File: src/rtl/sid_regs_if.sv
// SID CPU-side register bus: chip select, direction, address and data.
// The bus arbiter drives the master side; sid_regs takes the slave side.
interface sid_regs_if;
    logic       cs;
    logic       we;
    logic [4:0] addr;
    logic [7:0] data_in;
    logic [7:0] data_out;

    modport master (
        output cs, we, addr, data_in,
        input  data_out
    );

    modport slave (
        input  cs, we, addr, data_in,
        output data_out
    );
endinterface

File: src/rtl/sid_regs.sv
// SID register responder: voice/filter/volume write decode, OSC3/ENV3/POT
// readback and the decaying floating bus value.
module sid_regs #(
    parameter int DECAY_6581 = 7424,
    parameter int DECAY_8580 = 41000
) (
    input  logic        clock,
    input  logic        reset,
    input  logic        ce_1m,
    input  logic        mode,
    sid_regs_if.slave   bus,
    input  logic [7:0]  osc3,
    input  logic [7:0]  env3,
    input  logic [7:0]  pot_x,
    input  logic [7:0]  pot_y,
    output logic [47:0] freq,
    output logic [35:0] pw,
    output logic [23:0] control,
    output logic [23:0] att_dec,
    output logic [23:0] sus_rel,
    output logic [10:0] fc,
    output logic [7:0]  res_filt,
    output logic [7:0]  mode_vol
);

    logic [47:0] freq_q;
    logic [35:0] pw_q;
    logic [23:0] control_q;
    logic [23:0] att_dec_q;
    logic [23:0] sus_rel_q;
    logic [10:0] fc_q;
    logic [7:0]  res_filt_q;
    logic [7:0]  mode_vol_q;
    logic [7:0]  data_out_q;
    logic [7:0]  bus_q, bus_d;
    logic [19:0] cnt_q, cnt_d;

    logic        wr, rd, rd_live;
    logic [7:0]  rd_byte;
    logic [19:0] reload;
    logic        vhit;
    logic [1:0]  vsel;
    logic [2:0]  voff;
    logic [5:0]  fbase;
    logic [5:0]  pbase;
    logic [4:0]  cbase;

    assign wr     = ce_1m & bus.cs & bus.we;
    assign rd     = ce_1m & bus.cs & ~bus.we;
    assign reload = mode ? 20'(DECAY_8580) : 20'(DECAY_6581);

    always_comb begin
        rd_live = 1'b1;
        rd_byte = bus_q;
        unique case (bus.addr)
            5'h19:   rd_byte = pot_x;
            5'h1A:   rd_byte = pot_y;
            5'h1B:   rd_byte = osc3;
            5'h1C:   rd_byte = env3;
            default: rd_live = 1'b0;
        endcase
        rd_live = rd_live & rd;
    end

    // Voice registers sit at 7v + offset for v = 0..2.
    always_comb begin
        vhit = 1'b1;
        vsel = 2'd0;
        voff = 3'd0;
        if (bus.addr < 5'd7) begin
            voff = bus.addr[2:0];
        end else if (bus.addr < 5'd14) begin
            vsel = 2'd1;
            voff = 3'(bus.addr - 5'd7);
        end else if (bus.addr < 5'd21) begin
            vsel = 2'd2;
            voff = 3'(bus.addr - 5'd14);
        end else begin
            vhit = 1'b0;
        end
        fbase = {vsel, 4'd0};
        pbase = 6'(vsel) * 6'd12;
        cbase = {vsel, 3'd0};
    end

    // A write beats a same-tick expiry; only live reads refresh the count.
    always_comb begin
        bus_d = bus_q;
        cnt_d = cnt_q;
        if (wr) begin
            bus_d = bus.data_in;
            cnt_d = reload;
        end else if (rd_live) begin
            bus_d = rd_byte;
            cnt_d = reload;
        end else if (ce_1m && cnt_q != 20'd0) begin
            cnt_d = cnt_q - 20'd1;
            if (cnt_q == 20'd1) begin
                bus_d = 8'h00;
            end
        end
    end

    always_ff @(posedge clock) begin
        if (reset) begin
            freq_q     <= '0;
            pw_q       <= '0;
            control_q  <= '0;
            att_dec_q  <= '0;
            sus_rel_q  <= '0;
            fc_q       <= '0;
            res_filt_q <= '0;
            mode_vol_q <= '0;
            data_out_q <= '0;
            bus_q      <= '0;
            cnt_q      <= '0;
        end else begin
            bus_q <= bus_d;
            cnt_q <= cnt_d;
            if (rd) begin
                data_out_q <= rd_byte;
            end
            if (wr && vhit) begin
                unique case (voff)
                    3'd0: freq_q[fbase +: 8]        <= bus.data_in;
                    3'd1: freq_q[fbase + 6'd8 +: 8] <= bus.data_in;
                    3'd2: pw_q[pbase +: 8]          <= bus.data_in;
                    3'd3: pw_q[pbase + 6'd8 +: 4]   <= bus.data_in[3:0];
                    3'd4: control_q[cbase +: 8]     <= bus.data_in;
                    3'd5: att_dec_q[cbase +: 8]     <= bus.data_in;
                    3'd6: sus_rel_q[cbase +: 8]     <= bus.data_in;
                    default: ;
                endcase
            end
            if (wr) begin
                unique case (bus.addr)
                    5'h15:   fc_q[2:0]  <= bus.data_in[2:0];
                    5'h16:   fc_q[10:3] <= bus.data_in;
                    5'h17:   res_filt_q <= bus.data_in;
                    5'h18:   mode_vol_q <= bus.data_in;
                    default: ;
                endcase
            end
        end
    end

    assign bus.data_out = data_out_q;
    assign freq         = freq_q;
    assign pw           = pw_q;
    assign control      = control_q;
    assign att_dec      = att_dec_q;
    assign sus_rel      = sus_rel_q;
    assign fc           = fc_q;
    assign res_filt     = res_filt_q;
    assign mode_vol     = mode_vol_q;

endmodule
File: src/flat_wrapper.sv
// flat-port wrapper written by rule: the top's interface ports become plain ports
module sid_regs_flat 
#(
    parameter int DECAY_6581 = 7424,
    parameter int DECAY_8580 = 41000
)
  (clock, reset, ce_1m, mode, osc3, env3, pot_x, pot_y, freq, pw, control, att_dec, sus_rel, fc, res_filt, mode_vol, bus_cs, bus_we, bus_addr, bus_data_in, bus_data_out);
  sid_regs_if bus_i ();
  input  logic clock;
  input  logic reset;
  input  logic ce_1m;
  input  logic mode;
  input  logic [7:0] osc3;
  input  logic [7:0] env3;
  input  logic [7:0] pot_x;
  input  logic [7:0] pot_y;
  output logic [47:0] freq;
  output logic [35:0] pw;
  output logic [23:0] control;
  output logic [23:0] att_dec;
  output logic [23:0] sus_rel;
  output logic [10:0] fc;
  output logic [7:0] res_filt;
  output logic [7:0] mode_vol;
  input wire logic [$bits(bus_i.cs)-1:0] bus_cs;
  input wire logic [$bits(bus_i.we)-1:0] bus_we;
  input wire logic [$bits(bus_i.addr)-1:0] bus_addr;
  input wire logic [$bits(bus_i.data_in)-1:0] bus_data_in;
  output wire logic [$bits(bus_i.data_out)-1:0] bus_data_out;
  assign bus_i.cs = bus_cs;
  assign bus_i.we = bus_we;
  assign bus_i.addr = bus_addr;
  assign bus_i.data_in = bus_data_in;
  assign bus_data_out = bus_i.data_out;
  sid_regs #(.DECAY_6581(DECAY_6581), .DECAY_8580(DECAY_8580)) u_core (.clock(clock), .reset(reset), .ce_1m(ce_1m), .mode(mode), .bus(bus_i), .osc3(osc3), .env3(env3), .pot_x(pot_x), .pot_y(pot_y), .freq(freq), .pw(pw), .control(control), .att_dec(att_dec), .sus_rel(sus_rel), .fc(fc), .res_filt(res_filt), .mode_vol(mode_vol));
endmodule
File: config.mk
export PLATFORM = sky130hd
export DESIGN_NAME = sid_regs_flat
export DESIGN_NICKNAME = d
export VERILOG_FILES = /design/src/rtl/sid_regs_if.sv /design/src/rtl/sid_regs.sv /design/src/flat_wrapper.sv
export SDC_FILE = /design/constraint.sdc
export NUM_CORES = 1
export LEC_CHECK = 0
export CORE_MARGIN = 3
export CORE_UTILIZATION = 43
export CTS_CLUSTER_SIZE = 28
export DETAILED_ROUTE_END_ITERATION = 16
export PLACE_DENSITY = 0.71
export SYNTH_ARGS = -nofsm -noshare
export SYNTH_HDL_FRONTEND = slang
export SYNTH_SLANG_ARGS = --single-unit
File: constraint.sdc
create_clock -name clock -period 8.21 [get_ports clock]
set_input_delay 1.642 -clock clock [delete_from_list [all_inputs] [get_ports clock]]
set_output_delay 1.642 -clock clock [all_outputs]
set_load 0.05 [all_outputs]
==> results of run 1 <==
[cell usage after synthesis (5+ instances only)]
master	number
mux2i_1	125
a222oi_1	9
buf_2	7
nand4_1	9
nand3_1	54
o211ai_1	8
nand2_1	103
inv_1	14
nor3_2	6
a211oi_1	12
dfxtp_1	219
ha_1	14
nor2b_1	13
clkbuf_1	47
a31oi_1	19
nor3_1	10
and3_1	9
a22o_1	8
nand3b_1	7
and2_1	5
a21oi_1	53
o21ai_0	13
xnor2_1	7
a311oi_1	5
a21o_1	5
nor2_1	181
nand2b_1	12
xor2_1	8
nor3_4	7
[final cells by class]
cell class,count,share of cell area [%]
well taps,280,2.69
clock inverters,7,0.587
repair buffers,244,18.7
flip-flops and latches,219,33.7
clock buffers,36,5.73
multi-input cells,763,38.1
inverters,16,0.471
[stage by stage]
| stage | power (mW) | setup slack (ps) | hold WS [ps] | util, % |
|---|---|---|---|---|
| after floorplan | 1.44 | 3710 | 447 | - |
| after global placement | 1.54 | 2570 | 440 | 55.5 |
| after detailed placement | 1.54 | 2450 | 447 | 55.5 |
| after CTS | 2.63 | 2960 | 455 | 59.2 |
| after global routing | 2.72 | 2460 | 477 | 59.2 |
| final | 2.61 | 2840 | 456 | 59.2 |
[state kept, by name, indices dropped and copies added (netlist names)]
register	flops
u_core.att_dec	24
u_core.bus.data_out	8
u_core.bus_q	8
u_core.cnt_q	20
u_core.control	24
u_core.fc	11
u_core.freq	48
u_core.mode_vol	8
u_core.pw	36
u_core.res_filt	8
u_core.sus_rel	24
[path summary, 6_finish.rpt]
check / slack [ps] / start / to / depth (start not counted)
setup / recovery: 2840 / bus_addr[2] / u_core.freq[12] / 10
hold / removal: 460 / u_core.fc[2] / u_core.fc[2] / 2
setup reg to reg: 5910 / u_core.cnt_q[4] / u_core.cnt_q[11] / 6
hold reg to reg: 460 / u_core.fc[2] / u_core.fc[2] / 2
[cells in the final DEF, fill, tap and decap left out, drive strengths merged, types with 7 or more instances in the layout]
master,count
a222oi,9
o21ai,13
nand2b,12
clkbuf,36
nand3,54
o211ai,8
a31oi,20
nand2,103
xor2,8
and3,9
xnor2,7
inv,14
nor4,9
a21oi,53
a22o,8
ha,14
a211oi,13
dfxtp,219
mux2i,125
nand3b,7
nor2,181
clkdlybuf4s50,240
nor2b,13
nand4,9
nor3,23
[worst max-delay path, stage by stage]
cell and delay, ps:
clkdlybuf4s50_1 660, ha_1 500, or3b_2 220, o31a_1 550
ha_1 670, inv_1 270, a21oi_1 190, nand4_1 580
mux2i_1 380, nor2_1 70
[where the power goes]
group	total (mW)	switching, mW	internal, mW	leakage, nW
combinational	0.398	0.254	0.144	2.25
clock	1.09	0.431	0.658	0.403
sequential	1.13	0.0291	1.10	1.77
[cells by family (layout without fill, tap and decap cells)]
kind of cell             after synthesis  after routing  share of synthesized area, %
adder cells (fa/ha/maj)               14             14                          1.81
flip-flops                           219            219                          45.4
AO/OA/AOI/OAI                        163            163                          12.4
XOR/XNOR                              15             15                          1.36
multiplexers                         127            127                          13.2
AND/OR/NAND/NOR                      444            444                          22.4
buffers and inverters                 77            303                          3.44
[metal layers]
layer	vias up	global-route usage (%)	share of wire, %
li1	4155	-	-
met1	4075	31.2	43
met2	285	38.7	46
met3	49	6.99	9.1
met4	0	5.80	2.4
met5	-	0	0
==> flow_summary.toml, run 1 <==
[status]
status = "complete, no violations"

[grt]
overflow = 0
grt_pass1_vias = 8265
grt_pass1_wl_mm = 46.8
antenna_found_initial = 0
grt_max_degree = 104
grtUsageTotal_pct = 23.8

[sta]
fin_crit_sh_pct = 65.4
slew_violations = 0
rsz0062_at_grt = "no"
finalSetupTns_ps = 0
setup_violations = 0
fmax_mhz = 186
finalClockSkew_ps = 2.03
max_slew.worst_pin.slew_ps = 1170
period_minus_slack_ps = 5370
final_hold_viol_count = 0
slew_headroom_pct = 22.2

[synthesis]
synthCells = 1059
synth_top_cell_by_area = "dfxtp_1"
synthArstFlopShare_pct = 0
yosys_warnings = 0
synthesis.area_um2 = 9660
ys.flop_type = "dfxtp_1"
postSynthAreaPerCell_um2 = 9.12
synth-seq-cells = 219
synthTopCellsByArea = "dfxtp_1, mux2i_1, nor2_1"
synth_edf_count = 0
synthDistinctLibCells = 65
yosysSeqAreaShare_pct = 45.4
netlist.area_leader.share_pct = 45.4
synth.net_count = 1124

[drt]
vias = 8564
drc = 0
antenna_left = 0
viasPerCell = 5.47
drt_iter0_drc = 505
drt_pre_antenna_iters = 5
wirelength_mm = 30.1
wire_per_inst_um = 19.2

[clock_network]
cts.path.max_buffers = 3
post_cts_resized = 0
numCtsBuffers = 24
cts_root_buf = "clkbuf_16"
h-tree-depth = 1
cts_tree = "yes"
hold_buffers = 0
cts_sinks = 219
clk_pin_slew_ps = 60
postCtsSetupRepairBufs = 0
clkLatencyLatePin_ps = 510

[cells_and_area]
antenna_cells = 0
finalNonFillerCells = 1565
final_layout_size_suffix_gt1_share_pct = 6.30
nets = 1333
area_delta_synth_final_pct = 34.6
nFillCells = 1924
multi_input_area_um2 = 4950
regArea_um2 = 4380
design_area_um2 = 13000

[place]
post-place-cells = 1522
placed_cell_area_um2 = 12200
io_buffers = 241
dp_hpwl_mm = 20.8
globalplace.congestion = 0.908

[floorplan]
rows = 54
fp.dieArea_um2 = 24300
die_x_um = 156
die_h_um = 156
pin_count = 242
start_util_pct = 44.0
core_um2 = 22000

[run]
maxCapViolations = 0

[setup_path]
critPathKind = "input port to flop"
arrival_ps = 5740
crit_path_start_kind = "input port"
cp.required_ps = 8580
endpoint_kind = "flop"
crit_fanout = 18

[power_and_ir_drop]
power_density_nw_per_um2 = 201
peakVddDrop_mv = 0.139
p_leak_nw = 4.42

[min_path]
hold_class = "flop to flop"
Power figures use the tool's default switching activity.
==> run 2, diff against run 1 <==
clock period = 5.3 ns   (was 8.21 ns; I/O delays follow)
==> run 2 against run 1 <==
Net effect:
- final area increased by 0.19%
- clock power rose by 40%
- via count is 0.27% lower
- largest cell class unchanged
- largest power group unchanged
- highest routed layer unchanged
==> flow_summary.toml, run 2 (synthesis results as in run 1) <==
[setup_path]
critPathSlowestCell = "clkdlybuf4s50_1"
crit_chain = "clkdlybuf4s50_1, ha_1, a211o_1, mux2_4, inv_1, buf_4, ha_1, a21oi_1, nand2_1, a211o_1, a2111oi_4, nor2_1, a311oi_1"
arrival_ps = 4970
worst-path-buf-inv = 3
slowest_delay_ps = 690
cp.required_ps = 5720
crit_path_start_kind = "input port"
crit_family = "compound AO/OA/AOI/OAI gates"
critPathKind = "input port to flop"
endpoint_kind = "flop"
crit_fanout = 15

[drt]
wire_per_inst_um = 18.8
drc = 0
viasPerCell = 5.42
wirelength_mm = 29.7
drt_iter0_drc = 570
vias = 8541
antenna_left = 0
drt_pre_antenna_iters = 7

[floorplan]
die_h_um = 156
die_x_um = 156
core_um2 = 22000
fp.dieArea_um2 = 24300
pin_count = 242
rows = 54
start_util_pct = 44.0

[sta]
finalSetupTns_ps = 0
period_minus_slack_ps = 4550
slew_violations = 0
rsz0062_at_grt = "no"
fin_crit_sh_pct = 85.9
max_slew.worst_pin.slew_ps = 1000
fmax_mhz = 220
slew_headroom_pct = 32.8
finalClockSkew_ps = 3.09
setup_violations = 0
final_hold_viol_count = 0

[cells_and_area]
layout_commonest_cell = "clkdlybuf4s50_1"
area_delta_synth_final_pct = 34.9
mostFrequentLayoutCells = "clkdlybuf4s50_1, dfxtp_1, nor2_1"
largest_reg_flops = 48
final_layout_size_suffix_gt1_share_pct = 6.94
nFillCells = 1938
antenna_cells = 0
nets = 1350
finalNonFillerCells = 1577

[place]
dp_hpwl_mm = 20.9
globalplace.congestion = 0.898
post-place-cells = 1539
io_buffers = 241

[grt]
grt_pass1_wl_mm = 46.5
overflow = 0
antenna_found_initial = 0
grtUsageTotal_pct = 23.5
grt_max_degree = 109
grt_pass1_vias = 8177

[clock_network]
h-tree-depth = 1
cts_root_buf = "clkbuf_16"
postCtsSetupRepairBufs = 0
post_cts_resized = 0
clk_pin_slew_ps = 60
hold_buffers = 0
numCtsBuffers = 24
clkLatencyLatePin_ps = 510
cts_tree = "yes"
cts_sinks = 219
cts.path.max_buffers = 3

[min_path]
hold_class = "flop to flop"

[power_and_ir_drop]
combPwrFrac_pct = 16.1
peakVddDrop_mv = 0.204
total_power_mw = 3.90
p_seq_share_pct = 44.7
power.share.clock_pct = 39.3
power_density_nw_per_um2 = 299
p_leak_nw = 4.46
swShare_pct = 27.6
p_int_mw = 2.82
netSwitchingPower_mw = 1.08

[run]
maxCapViolations = 0

[status]
status = "complete, no violations"
==> run 2: cell types whose count changed in the layout (fill, tap and decap cells not counted), sizes merged <==
cell,change
clkinvlp,-2
bufinv,-1
buf,+17
clkbuf,-2
==> run 2: through the flow <==
step | utilization [%] | instance area (um^2) | setup WS [ps] | hold WS [ps]
global placement | 56.1 | 12300 | 495 | 441
CTS | 59.3 | 13000 | 839 | 453
floorplan | - | 9660 | 1390 | 447
detailed placement | 56.1 | 12300 | 326 | 446
finish | 59.3 | 13000 | 746 | 453
global route | 59.3 | 13000 | 438 | 475
==> run 2: path summary, 6_finish.rpt <==
check | depth (start not counted) | endpoint | slack, ps | startpoint
worst max-delay path | 13 | u_core.pw[27] | 750 | bus_addr[2]
worst min-delay path | 2 | u_core.pw[35] | 450 | u_core.pw[35]
worst max register to register | 6 | u_core.cnt_q[11] | 2920 | u_core.cnt_q[4]
worst min register to register | 2 | u_core.pw[35] | 450 | u_core.pw[35]
==> run 2: cell type report <==
| type | instances | area, um^2 | area share (%) |
|---|---|---|---|
| clock inverters | 4 | 31.3 | 0.240 |
| inverters | 16 | 61.3 | 0.471 |
| repair buffers | 261 | 2560 | 19.7 |
| well taps | 280 | 350 | 2.69 |
| clock buffers | 34 | 688 | 5.28 |
| multi-input cells | 763 | 4950 | 38.0 |
| flip-flops and latches | 219 | 4380 | 33.7 |
==> run 2: routing by layer <==
metal / up-vias / global-route usage, % / share of wire, %
met5: - / 0 / 0
li1: 4182 / - / -
met1: 4002 / 31.7 / 43
met2: 316 / 37.8 / 46
met3: 41 / 6.91 / 9.2
met4: 0 / 4.75 / 1.7
==> run 2: power groups by stage <==
stage | sequential, mW | combinational [mW] | clock (mW)
after floorplan | 1.78 | 0.445 | 0
final | 1.74 | 0.626 | 1.53
after CTS | 1.74 | 0.623 | 1.57
after detailed placement | 1.78 | 0.619 | 0
after global placement | 1.78 | 0.615 | 0
after global routing | 1.75 | 0.698 | 1.64
==> run 2: worst min-delay path, delay by kind of cell (launching register included) <==
family           cells  cell delay (ps)
flip-flops           1              310
AND/OR/NAND/NOR      1               50
AO/OA/AOI/OAI        1               50
